File: src/rtl/axi_llc_way_req_arb.sv
// -----------------------------------------------------------------------------
// axi_llc_way_req_arb
//
// Round-robin arbiter that collects data-way requests from NumReq cache units
// into a single output register feeding the data way.
//
// Ports
//   clk_i        : clock, rising edge
//   rst_ni       : asynchronous active-low reset
//   req_i        : per-unit request payload (way_inp_t)
//   req_valid_i  : per-unit request valid
//   req_ready_o  : per-unit accept (at most one bit high)
//   oup_o        : registered request toward the data way
//   oup_valid_o  : oup_o holds a valid request
//   oup_ready_i  : data way accepts oup_o
// -----------------------------------------------------------------------------

// Minimal stand-in for the static LLC configuration type referenced by Cfg.
package axi_llc_pkg;
  typedef struct packed {
    logic [31:0] set_associativity;
    logic [31:0] num_lines;
    logic [31:0] num_blocks;
  } llc_cfg_t;
endpackage

module axi_llc_way_req_arb #(
  parameter axi_llc_pkg::llc_cfg_t Cfg       = axi_llc_pkg::llc_cfg_t'{default: '0},
  parameter type                   way_inp_t = logic,
  parameter int unsigned           NumReq    = 3
) (
  input  logic              clk_i,
  input  logic              rst_ni,
  input  way_inp_t          req_i [NumReq],
  input  logic [NumReq-1:0] req_valid_i,
  output logic [NumReq-1:0] req_ready_o,
  output way_inp_t          oup_o,
  output logic              oup_valid_o,
  input  logic              oup_ready_i
);

  localparam int unsigned IdxW = $clog2(NumReq);
  typedef logic [IdxW-1:0] idx_t;

  idx_t     rr_q, rr_d;
  idx_t     gnt_idx, cand_idx;
  logic     gnt_any;
  logic     can_load;
  logic     hs;
  way_inp_t oup_q;
  logic     valid_q;

  // Configuration is carried for interface compatibility only.
  logic cfg_unused;
  assign cfg_unused = ^Cfg;

  assign oup_o       = oup_q;
  assign oup_valid_o = valid_q;

  // Register may load whenever it is empty or being drained this cycle.
  assign can_load = ~valid_q | oup_ready_i;

  // Cyclic first-one search starting at rr_q; depends on valids and rr_q only.
  always_comb begin
    gnt_any  = 1'b0;
    gnt_idx  = '0;
    cand_idx = '0;
    for (int unsigned k = 0; k < NumReq; k++) begin
      cand_idx = idx_t'((32'(rr_q) + k) % NumReq);
      if (!gnt_any && req_valid_i[cand_idx]) begin
        gnt_any = 1'b1;
        gnt_idx = cand_idx;
      end
    end
  end

  assign hs = can_load & gnt_any;

  always_comb begin
    req_ready_o = '0;
    if (hs) req_ready_o[gnt_idx] = 1'b1;
  end

  always_comb begin
    rr_d = rr_q;
    if (hs) rr_d = (gnt_idx == idx_t'(NumReq - 1)) ? '0 : idx_t'(gnt_idx + 1'b1);
  end

  always_ff @(posedge clk_i or negedge rst_ni) begin
    if (!rst_ni) begin
      valid_q <= 1'b0;
      oup_q   <= '0;
      rr_q    <= '0;
    end else begin
      if (can_load) valid_q <= gnt_any;
      if (hs)       oup_q   <= req_i[gnt_idx];
      rr_q <= rr_d;
    end
  end

`ifndef SYNTHESIS
  // A requester that is not accepted must hold valid and payload.
  for (genvar g = 0; g < NumReq; g++) begin : gen_proto_chk
    assert property (@(posedge clk_i) disable iff (!rst_ni)
      (req_valid_i[g] && !req_ready_o[g]) |=> (req_valid_i[g] && $stable(req_i[g])))
      else $error("axi_llc_way_req_arb: requester %0d dropped valid or changed payload before handshake", g);
  end
`endif

endmodule

File: config.mk
export PLATFORM = sky130hd
export DESIGN_NAME = axi_llc_way_req_arb
export DESIGN_NICKNAME = d
export VERILOG_FILES = /design/src/rtl/axi_llc_way_req_arb.sv
export SDC_FILE = /design/constraint.sdc
export NUM_CORES = 1
export LEC_CHECK = 0
export ABC_AREA = 1
export CAP_MARGIN = 15
export CORE_AREA = 8 8 45 47
export DETAILED_ROUTE_END_ITERATION = 8
export DIE_AREA = 0 0 53 55
export PLACE_DENSITY = 0.72
export RECOVER_POWER = 25
export SKIP_CTS_REPAIR_TIMING = 1
export SLEW_MARGIN = 15
export SYNTH_ARGS = -nofsm -noshare
export SYNTH_HDL_FRONTEND = slang
export SYNTH_SLANG_ARGS = --single-unit
File: constraint.sdc
create_clock -name clk_i -period 2.2 [get_ports clk_i]
set_input_delay 0.33 -clock clk_i [delete_from_list [all_inputs] [get_ports clk_i]]
set_output_delay 0.33 -clock clk_i [all_outputs]
set_load 0.05 [all_outputs]
Word-level counts from Yosys, hierarchy flattened:

Cells that the tools add are included.
W data, S select, Z words.

* output and inout port bits: 5
* bits in registers: 4
* bits of input ports: 9
* logic and storage cells: 44

* bitwise logic cells: 4
* eq/ne operators: 1
* div/mod/pow operators: 3
* reduce and logical (&&, ||, !) cells: 5
* $lt $le $gt $ge: 6
* $add $sub $neg: 3
* multiplexer cells: 19

Operators by type and width (number)
* $mod A32 B2 Y32 const B: 2
* $mod A2 B2 Y32 const B: 1
* $lt A2 B3 Y1 const B: 4
* $mux W1: 9
* $bmux W1 S2: 4
* $mux W2: 4
* $add A2 B1 Y3 const B: 1
* $add A2 B2 Y3 const B: 1
* $ge A3 B3 Y1 const B: 1
* $logic_and A1 B1 Y1: 3
* $mux W3: 1
* $not A2 Y3: 1
* $add A2 B1 Y2 const B: 1
* $demux W1 S2: 1
* $eq A2 B2 Y1 const B: 1
* $ge A2 B1 Y1 const B: 1
* $logic_not A1 Y1: 2
* $and A1 B1 Y1: 1
* $not A1 Y1: 1
* $or A1 B1 Y1: 1

Depth between registers and ports, before layout:

* depth in word-level cells: 15
* gate-level depth with buffers: 14
* gate-level depth less buffers: 14

Worst setup path after synthesis:

OpenSTA, ideal clock, no wires.

* path type: reg2out
* start point: register rr_q[0]
* end point: output port req_ready_o[1]
* stages on the path, launching flop included: 14
* buffers on the path: 0
* data required time: 1.870 ns
* arrival: 2.155 ns
* path slack: -0.285 ns
* cell sequence: dfrtp_1 > inv_1 > ha_1 > inv_1 > nand2_1 > nand3_1 > nand2_2 > nand2_1 > nand2_1 > nand2_1 > nand2_1 > inv_1 > nand2_1 > a21oi_1

* longest elaborated chain between the ends: 15
* elaborated cells on any way between the ends: 28
* those cells by class: add/sub (2); div (3); order compare (2); mux (15); bitwise (1); reduce/logical (5)

RTL lines
* start, declared: line 45 `idx_t rr_q, rr_d;`
* start signal, assigned: line 97 `rr_q <= rr_d;`
* parallel branches: the longest is 14 deep, another holds $mod A32 B2 Y32
* $mux W3 *: line 81 `if (hs) req_ready_o[gnt_idx] = 1'b1;`
* end, declared: line 36 `output logic [NumReq-1:0] req_ready_o,`

Mark *: on every way between the ends. The select of a mux whose other input is x is not followed.

Worst setup path after layout:

* start point: register rr_q[1]
* end point: output port req_ready_o[1]

Same word-level chain as after synthesis.

==> flow_metrics.env <==
export IMPL_worst_pin_slew_ns=0.509
export IMPL_rrSetupSlack_ns=0.44
export IMPL_crit_path_end_kind="output pin"
export IMPL_initial_core_util_pct=31.6
export IMPL_slew_headroom_pct=66.0
export IMPL_clockBufferDepth=2
export IMPL_finClkSkew_ns=0.00499
export IMPL_drtIter0Drc=17
export IMPL_dr_pass1_iters=4
export IMPL_vias=558
export IMPL_hold_class="input port to asynchronous set/reset pin"
export IMPL_grt_max_degree=6
export IMPL_reg2reg_from="rr_q[1]$_DFFE_PN0P_"
export IMPL_maxCapViolations=0
export IMPL_holdWs_ns=0.358
export IMPL_ys_warn_count=0
export IMPL_timing_fmax_mhz=441
export IMPL_cp_startpoint="rr_q[1]$_DFFE_PN0P_"
export IMPL_worst_setup_path_start_kind="register"
export IMPL_ys_ff_latch=4
export IMPL_final_max_slew_viol_count=0
export IMPL_worst_slack_ns=-0.0655
export IMPL_insertion_delay_ns=0.24
export IMPL_outcome="finished, violations left"
export IMPL_avgSynthCellArea_um2=6.15
export IMPL_vias_per_cell=4.81
export IMPL_synthDistinctLibCells=14
export IMPL_crit_required_ns=1.87
export IMPL_diodes=0
export IMPL_ys_seq_area_share_pct=22.9
export IMPL_post_route_period_util_pct=103
export IMPL_gr_total_overflow=0
export IMPL_clock_sinks=4
export IMPL_area_growth_pct=88.0
export IMPL_netlist_area_um2=437
export IMPL_r2r_end="oup_o$_DFFE_PN0P_"
export IMPL_wl_um=1330
export IMPL_path_class="register to output pin"
export IMPL_syn_nets=83
export IMPL_drive_above_1_share_pct=47.0
export IMPL_netlist_instances=71
export IMPL_io_buffers=13
export IMPL_pre_cts_slack_ns=-0.0506
export IMPL_antenna_found_initial=0
export IMPL_violations="setup timing"
export IMPL_cts_buffers=3
export IMPL_grt_pass1_vias=565
export IMPL_fin_nets=114
export IMPL_coreArea_um2=1380
export IMPL_place_congestion=0.788
export IMPL_clk_pin_slew_worst_paths_ns=0.04
export IMPL_die_area_um2=2920
export IMPL_ios=14
export IMPL_rows=14
export IMPL_synth_top_area_share_pct=22.9
export IMPL_ys_top_cells_by_area="dfrtp_1 (23%), nand2_1 (20%), nand3_1 (13%), ha_1 (8.6%), inv_1 (8.6%)"
export IMPL_yosysTopAreaCell="dfrtp_1"
export IMPL_worst_r2r_path_depth=13
export IMPL_htreeDepth=1
export IMPL_die_h_um=55
export IMPL_drc=0
export IMPL_hold_viol=0
export IMPL_endpoint="req_ready_o[1]"
export IMPL_cts_tree="done"
export IMPL_grt_pass1_wl_um=2040
export IMPL_period_needed_ns=2.27
export IMPL_grt_usage_pct=8.87
export IMPL_ant_nets=0
export IMPL_die_w_um=53
export IMPL_dp_hpwl_um=1010
export IMPL_fin_util_pct=59.3
export IMPL_clock_root_buffer="clkbuf_4"
export IMPL_rsz0062_at_grt="true"
export IMPL_path_max_fanout=4
export IMPL_cp_arrival_ns=1.94
export IMPL_post_drt_wl_per_cell_um=11.4
export IMPL_setup_violations_final=3
critical path, stage by stage (launching register included):
cell     delay, ns
dfrtp_2       0.43
ha_4          0.27
inv_4         0.07
nand2_2       0.05
nand3_2       0.07
nand2_4       0.07
nand2_2       0.07
nand2_1       0.04
nand2_1       0.09
nand2_2       0.07
inv_2         0.07
nand2_2       0.07
a21oi_2       0.16
buf_12        0.15
layout make-up:
class / instances / area (um2)
timing repair buffer: 26 / 262
clock buffer: 3 / 22.5
tap: 16 / 20.0
inverter: 12 / 50.0
multi-input combinational: 55 / 365
fill: 107 / 563
sequential: 4 / 101
worst min-delay path by stage:
stage | endpoint | slack, ns | cells past startpoint
CTS | rr_q[0]$_DFFE_PN0P_ | 0.30 | 1
global route | rr_q[0]$_DFFE_PN0P_ | 0.36 | 1
floorplan | oup_o$_DFFE_PN0P_ | 0.03 | 0
detailed placement | oup_o$_DFFE_PN0P_ | 0.51 | 2
finish | rr_q[0]$_DFFE_PN0P_ | 0.36 | 1
global placement | oup_o$_DFFE_PN0P_ | 0.51 | 2
metrics by stage:
step	cell area (um2)	instances	TNS, ns
floorplan	445	71	-0.0160
global placement	701	110	-0.0663
detailed placement	701	110	-0.120
CTS	723	113	-0.723
global route	821	116	-0.553
finish	821	116	-0.186
registers in the layout, summed over array words and instances, names as in the netlist:
signal	count
rr_q	2
oup_o	1
oup_valid_o	1
layer usage:
layer | routed length, um | vias up | global-route usage [%]
li1 | - | 289 | -
met1 | 557 | 253 | 8.70
met2 | 729 | 14 | 18.2
met3 | 26 | 2 | 1.60
met4 | 14 | 0 | 2.59
met5 | 0 | - | 0
synth_stat cells:
| cell | count |
|---|---|
| nor2_4 | 1 |
| nor2_1 | 5 |
| dfrtp_1 | 4 |
| inv_1 | 10 |
| inv_2 | 2 |
| nand3_2 | 3 |
| o22ai_1 | 1 |
| ha_1 | 3 |
| a21oi_1 | 2 |
| o21ai_0 | 3 |
| a21oi_2 | 1 |
| nand2_1 | 23 |
| nand3_1 | 11 |
| nand2_2 | 2 |
kinds of logic after synthesis:
logic type               synth area share (%)
flip-flops                               22.9
AO/OA/AOI/OAI                            9.17
adder cells (fa/ha/maj)                  8.60
AND/OR/NAND/NOR                          49.0
buffers and inverters                    10.3
placed cells by master, fill, tap and decap left out, drive strengths merged:
| master | count |
|---|---|
| nand2 | 25 |
| buf | 16 |
| nand3 | 14 |
| inv | 12 |
| clkdlybuf4s50 | 9 |
| nor2 | 6 |
| dfrtp | 4 |
| clkbuf | 3 |
| o21ai | 3 |
| a21oi | 3 |
| ha | 3 |
| o22ai | 1 |
| dlygate4sd3 | 1 |
Power is not shown: default switching activity piles up to over one toggle a cycle in this logic, so the estimate is an artifact.
